--- src/rtl/uart_tx_arbiter.sv ---
// uart_tx_arbiter: round-robin arbiter that shares one UART transmit port
// between N byte-stream requesters. The owner keeps the transmitter until it
// sends a byte marked last, reaches MAXBURST bytes, or goes idle for TIMEOUT
// cycles. Every output comes straight from a register.
module uart_tx_arbiter #(
   parameter int N        = 4,
   parameter int MAXBURST = 16,
   parameter int TIMEOUT  = 1000
) (
   input  logic           SYSCLK,
   input  logic           RESET,
   input  logic [8*N-1:0] reqData,
   input  logic [N-1:0]   reqValid,
   input  logic [N-1:0]   reqLast,
   output logic [N-1:0]   reqAck,
   output logic [N-1:0]   gnt,
   output logic [7:0]     txData,
   output logic           txStb,
   input  logic           txRdy
);

   localparam int PW = $clog2(N);
   localparam int TW = $clog2(TIMEOUT + 1);

   typedef enum logic [1:0] {
      S_IDLE,
      S_SEND,
      S_GUARD
   } state_t;

   state_t        r_state,  w_state_nxt;
   logic [PW-1:0] r_ptr,    w_ptr_nxt;
   logic [PW-1:0] r_owner,  w_owner_nxt;
   logic [7:0]    r_burst,  w_burst_nxt;
   logic [TW-1:0] r_to,     w_to_nxt;
   logic          r_last,   w_last_nxt;
   logic [N-1:0]  r_gnt,    w_gnt_nxt;
   logic [N-1:0]  r_ack,    w_ack_nxt;
   logic [7:0]    r_txdata, w_txdata_nxt;
   logic          r_txstb,  w_txstb_nxt;

   logic          w_any;
   logic [PW-1:0] w_win;
   logic          w_own_valid;
   logic          w_own_last;
   logic [7:0]    w_own_data;
   logic [TW-1:0] w_to_inc;

   // Owner's request lines, selected by the registered owner index.
   assign w_own_valid = reqValid[r_owner];
   assign w_own_last  = reqLast[r_owner];
   assign w_own_data  = reqData[8*r_owner +: 8];

   // Idle counter increment that saturates at TIMEOUT instead of wrapping.
   assign w_to_inc = (r_to >= TW'(TIMEOUT)) ? r_to : r_to + 1'b1;

   // Rotating-priority search: first valid requester from ptr+1 upward, mod N.
   // Scanning from the far end down lets the nearest candidate win last.
   always_comb begin
      w_any = 1'b0;
      w_win = '0;
      for (int k = N; k >= 1; k--) begin
         if (reqValid[(int'(r_ptr) + k) % N]) begin
            w_any = 1'b1;
            w_win = PW'((int'(r_ptr) + k) % N);
         end
      end
   end

   // Next-state and next-output logic for the IDLE/SEND/GUARD controller.
   always_comb begin
      // NOTE: every signal gets a default before the case so no path leaves it
      // unassigned; otherwise synthesis would infer a latch.
      w_state_nxt  = r_state;
      w_ptr_nxt    = r_ptr;
      w_owner_nxt  = r_owner;
      w_burst_nxt  = r_burst;
      w_to_nxt     = r_to;
      w_last_nxt   = r_last;
      w_gnt_nxt    = r_gnt;
      w_txdata_nxt = r_txdata;
      w_ack_nxt    = '0;
      w_txstb_nxt  = 1'b0;

      unique case (r_state)
         S_IDLE: begin
            if (w_any) begin
               w_owner_nxt = w_win;
               w_gnt_nxt   = N'(1) << w_win;
               w_burst_nxt = '0;
               w_to_nxt    = '0;
               w_state_nxt = S_SEND;
            end
         end

         S_SEND: begin
            if (w_own_valid && txRdy) begin
               w_txdata_nxt = w_own_data;
               w_txstb_nxt  = 1'b1;
               w_ack_nxt    = r_gnt;
               w_burst_nxt  = r_burst + 8'd1;
               w_last_nxt   = w_own_last;
               w_state_nxt  = S_GUARD;
            end else if (!w_own_valid) begin
               w_to_nxt = w_to_inc;
               if (w_to_inc >= TW'(TIMEOUT)) begin
                  w_ptr_nxt   = r_owner;
                  w_gnt_nxt   = '0;
                  w_state_nxt = S_IDLE;
               end
            end
         end

         S_GUARD: begin
            w_to_nxt = '0;
            if (r_last || (r_burst == 8'(MAXBURST))) begin
               w_ptr_nxt   = r_owner;
               w_gnt_nxt   = '0;
               w_state_nxt = S_IDLE;
            end else begin
               w_state_nxt = S_SEND;
            end
         end

         default: begin
            w_gnt_nxt   = '0;
            w_state_nxt = S_IDLE;
         end
      endcase
   end

   // State and output registers with synchronous reset.
   always_ff @(posedge SYSCLK) begin
      // NOTE: sequential state uses non-blocking assignments so every register
      // updates from pre-edge values, independent of statement order.
      if (RESET) begin
         r_state  <= S_IDLE;
         r_ptr    <= PW'(N - 1);
         r_owner  <= '0;
         r_burst  <= '0;
         r_to     <= '0;
         r_last   <= 1'b0;
         r_gnt    <= '0;
         r_ack    <= '0;
         r_txdata <= 8'h00;
         r_txstb  <= 1'b0;
      end else begin
         r_state  <= w_state_nxt;
         r_ptr    <= w_ptr_nxt;
         r_owner  <= w_owner_nxt;
         r_burst  <= w_burst_nxt;
         r_to     <= w_to_nxt;
         r_last   <= w_last_nxt;
         r_gnt    <= w_gnt_nxt;
         r_ack    <= w_ack_nxt;
         r_txdata <= w_txdata_nxt;
         r_txstb  <= w_txstb_nxt;
      end
   end

   assign gnt    = r_gnt;
   assign reqAck = r_ack;
   assign txData = r_txdata;
   assign txStb  = r_txstb;

endmodule

--- config.mk ---
export PLATFORM = sky130hd
export DESIGN_NAME = uart_tx_arbiter
export DESIGN_NICKNAME = d
export VERILOG_FILES = /design/src/rtl/uart_tx_arbiter.sv
export SDC_FILE = /design/constraint.sdc
export NUM_CORES = 1
export LEC_CHECK = 0
export ABC_AREA = 0
export CAP_MARGIN = 10
export CELL_PAD_IN_SITES_DETAIL_PLACEMENT = 2
export CELL_PAD_IN_SITES_GLOBAL_PLACEMENT = 2
export CORE_ASPECT_RATIO = 2
export CORE_MARGIN = 8
export CORE_UTILIZATION = 26
export DETAILED_ROUTE_END_ITERATION = 10
export HOLD_SLACK_MARGIN = 0.08
export PLACE_DENSITY_LB_ADDON = 0.1
export SLEW_MARGIN = 25
export SYNTH_ARGS = -nofsm -noshare
export SYNTH_HDL_FRONTEND = slang
export SYNTH_SLANG_ARGS = --single-unit
--- constraint.sdc ---
create_clock -name SYSCLK -period 1.9 [get_ports SYSCLK]
set_input_delay 0.57 -clock SYSCLK [delete_from_list [all_inputs] [get_ports SYSCLK]]
set_output_delay 0.57 -clock SYSCLK [all_outputs]
set_load 0.01 [all_outputs]
==> qor.txt <==
status = complete, but fails checks
failing checks = setup timing
CP Data Required Time = 2.08 ns
Antenna Nets Post-Route = 0
post-synth cell types = 56
asr flop ratio synth = 0
CP Depth = 10
FMAX = 0.520 GHz
cells along the critical path = buf_6 > mux4_2 > buf_6 > buf_6 > nand3_4 > nand2_4 > buf_6 > nand4_1 > xor2_1 > nor2_1
starting density of the core = 0.264
worst slack at placement = -0.708 ns
Seq cells post-synth = 42
Multi-input gate area = 1480 µm²
post-synth top area share = 0.374
RSZ-0062 raised after global routing = yes
Syn Std Cell Area = 2250 µm²
Global Route Usage Sum = 0.152
CP most frequent cell = buf_6
DRC violations left = 0
final hold vios = 0
Power Total = 2.68 mW
Post-Syn Area per Cell = 8.96 µm²
Hold Path Sink = txData[2]$_SDFFE_PP0P_
max_slew headroom = 0.644
share of layout cells above drive strength 1 = 0.281
via density per instance = 5.05
clock latency on the worst-skew pair = 0.29 ns
Final Skew = 0.00504 ns
Final setup viols = 5
Nets = 398
I/O Pins = 60
input/output buffers = 59
die area = 12100 µm²
min-delay src = txData[2]$_SDFFE_PP0P_
number of global-route vias before repair = 2695
most common library cell in the layout ignoring fill and taps = clkdlybuf4s50_1
Max-Cap Viols = 0
Die Width = 81.8 µm
arrival time at the worst endpoint = 2.10 ns
n_diodes = 0
slowest CP cell = mux4_2
Synth area leader = dfxtp_1
Tcrit/Tclk final = 1.01
R2R setup slack = -0.02 ns
first-pass GRT wire length = 13800 µm
most frequent cells in the layout = 55 x clkdlybuf4s50_1, 40 x buf_4, 37 x dfxtp_1
placed cell areas = 3250 µm²
final slew viol count = 0
delay-heaviest family, CP = multiplexers
Fill cells = 960
initial antenna violation count = 0
Cell Rows = 48
CTS H-Tree Depth = 2
PwrDens = 740 nW/µm²
post-synthesis mux area share = 0.136
die span in y = 148 µm
Synth Area in XOR/XNOR = 0.0312
CTS tree = done
WHS = 0.462 ns
largest family of logic cells by synthesized area = simple AND/OR/NAND/NOR gates
CP peak stage delay = 0.52 ns
P_leak = 1.35 nW
CTS root buf = clkbuf_16
fin area = 3630 µm²
slack of the critical path = -0.0232 ns
Wirelength per Cell = 19.7 µm
Synth Net Count = 298
FF+latch area = 852 µm²
CTS buffer count = 5
Crit Path Class = in -> reg
Period minus WS final = 1.92 ns
Total Wirelength = 8900 µm
hold path cells = 2
Compound-Gate Fraction of Synth Area = 0.152
main area contributors after synthesis = dfxtp_1 37%, mux4_2 10%, nand2_1 5.3%, a21oi_1 4.5%, nor2_1 4.2%
Critical Path Source Type = input pin
clock sinks = 42
Synth Area in Adders = 0.0223
DRT iter0 DRCs = 25
Peak VDD IR = 311 µV
synthesized instance count = 251
TritonRoute pass-1 iters = 4
worst-margin pin slew = 0.530 ns
post-synthesis simple-gate area fraction = 0.250
CP max FO = 4
RePlAce Congestion = 0.779
Bufs on Longest Clock Path = 2
RR Startpoint = r_to[0]$_SDFFE_PP0P_
ys flop type = dfxtp_1
setup TNS = -0.0685 ns
DP HPWL = 7200 µm
area grow syn2layout = 61.3%
crit path capture type = register
EDFF count, synth = 0
Syn. warnings = 0
largest net degree at the start of global routing = 20
# hold bufs at CTS = 0
Vias = 2284
CP bufs+invs = 4
CORE AREA = 8530 µm²
HP Class = reg -> reg
Reg clk slew, reported paths = 0.06 ns
aggregate global routing overflow = 0
register area share after synthesis = 0.374
Crit Reg-Reg Endpoint = gnt[2]$_SDFFE_PP0P_
cells on worst reg2reg path = 7
## state kept, by name, summed over array words and instances, names as in the netlist
register  count
r_to         10
r_burst       8
txData        8
gnt           4
reqAck        4
r_owner       2
r_ptr         2
r_state       2
r_last        1
txStb         1
## metrics by stage
stage           util  std cells
4_1_cts        0.416        451
5_1_grt        0.425        452
3_5_place_dp   0.381        440
2_1_floorplan      -        251
6_report       0.425        452
3_3_place_gp   0.381        440
## Yosys cell counts (2+ instances only)
cell / instances
ha_1: 4
dfxtp_1: 42
a31oi_1: 2
inv_1: 7
nor3_1: 7
nor2b_1: 3
clkbuf_1: 9
nand2_1: 32
nand2b_1: 5
or3_1: 3
o21ai_0: 6
nor4_1: 3
o21ai_1: 2
mux2i_1: 8
nand3_1: 4
mux4_2: 10
a22o_1: 2
o21a_1: 2
nor2_1: 25
xnor2_1: 2
and3_1: 4
nand4_1: 6
buf_2: 2
xor2_1: 6
a21oi_1: 20
and2_1: 5
## power by group
group          switching [mW]  internal [mW]
registers              0.0461          0.933
logic                   0.332          0.384
clock network           0.369          0.621
## worst max path at each step
stage | startpoint | to | slack [ns]
global placement | reqValid[3] | gnt[2]$_SDFFE_PP0P_ | -0.67
detailed placement | reqValid[3] | gnt[2]$_SDFFE_PP0P_ | -0.71
finish | reqValid[3] | r_burst[6]$_SDFFE_PP0P_ | -0.02
floorplan | reqValid[3] | r_to[3]$_SDFFE_PP0P_ | -0.07
CTS | r_owner[0]$_SDFFE_PP0P_ | r_to[3]$_SDFFE_PP0P_ | -0.06
global route | r_to[0]$_SDFFE_PP0P_ | r_ptr[0]$_SDFFE_PP1P_ | -0.11
## repair_timing
item / 4_1_cts / 5_1_grt
gates resized for setup: 43 / 16
endpoints found under the setup margin: 41 / 32
pin swaps: 11 / 16
setup buffers: 3 / 2
## final cells by class
class,count,share of cell area
well taps,100,0.0345
inverters,7,0.00725
flip-flops and latches,42,0.235
multi-input cells,189,0.408
repair buffers,106,0.269
clock inverters,2,0.0104
clock buffers,6,0.0355
## kinds of logic (layout without fill, tap and decap cells)
logic type | count (synthesis) | count (layout)
buffers and inverters | 20 | 121
muxes | 18 | 18
AOI/OAI and AO/OA | 51 | 51
and+or+nand+nor | 108 | 108
adders and majority gates | 4 | 4
DFF | 42 | 42
xor gates and xnor gates | 8 | 8
## worst min-delay path, cell delays in order (launching register included)
cell,delay (ns)
dfxtp_1,0.31
nand2_1,0.05
a21oi_1,0.05
## routing by layer
layer	vias up	share of wire	GRT usage
li1	1103	-	-
met1	1143	0.30	0.124
met2	31	0.66	0.322
met3	7	0.030	0.0249
met4	0	0.014	0.0531
met5	-	0	0
Note: power is estimated with default switching activity, not from simulation.
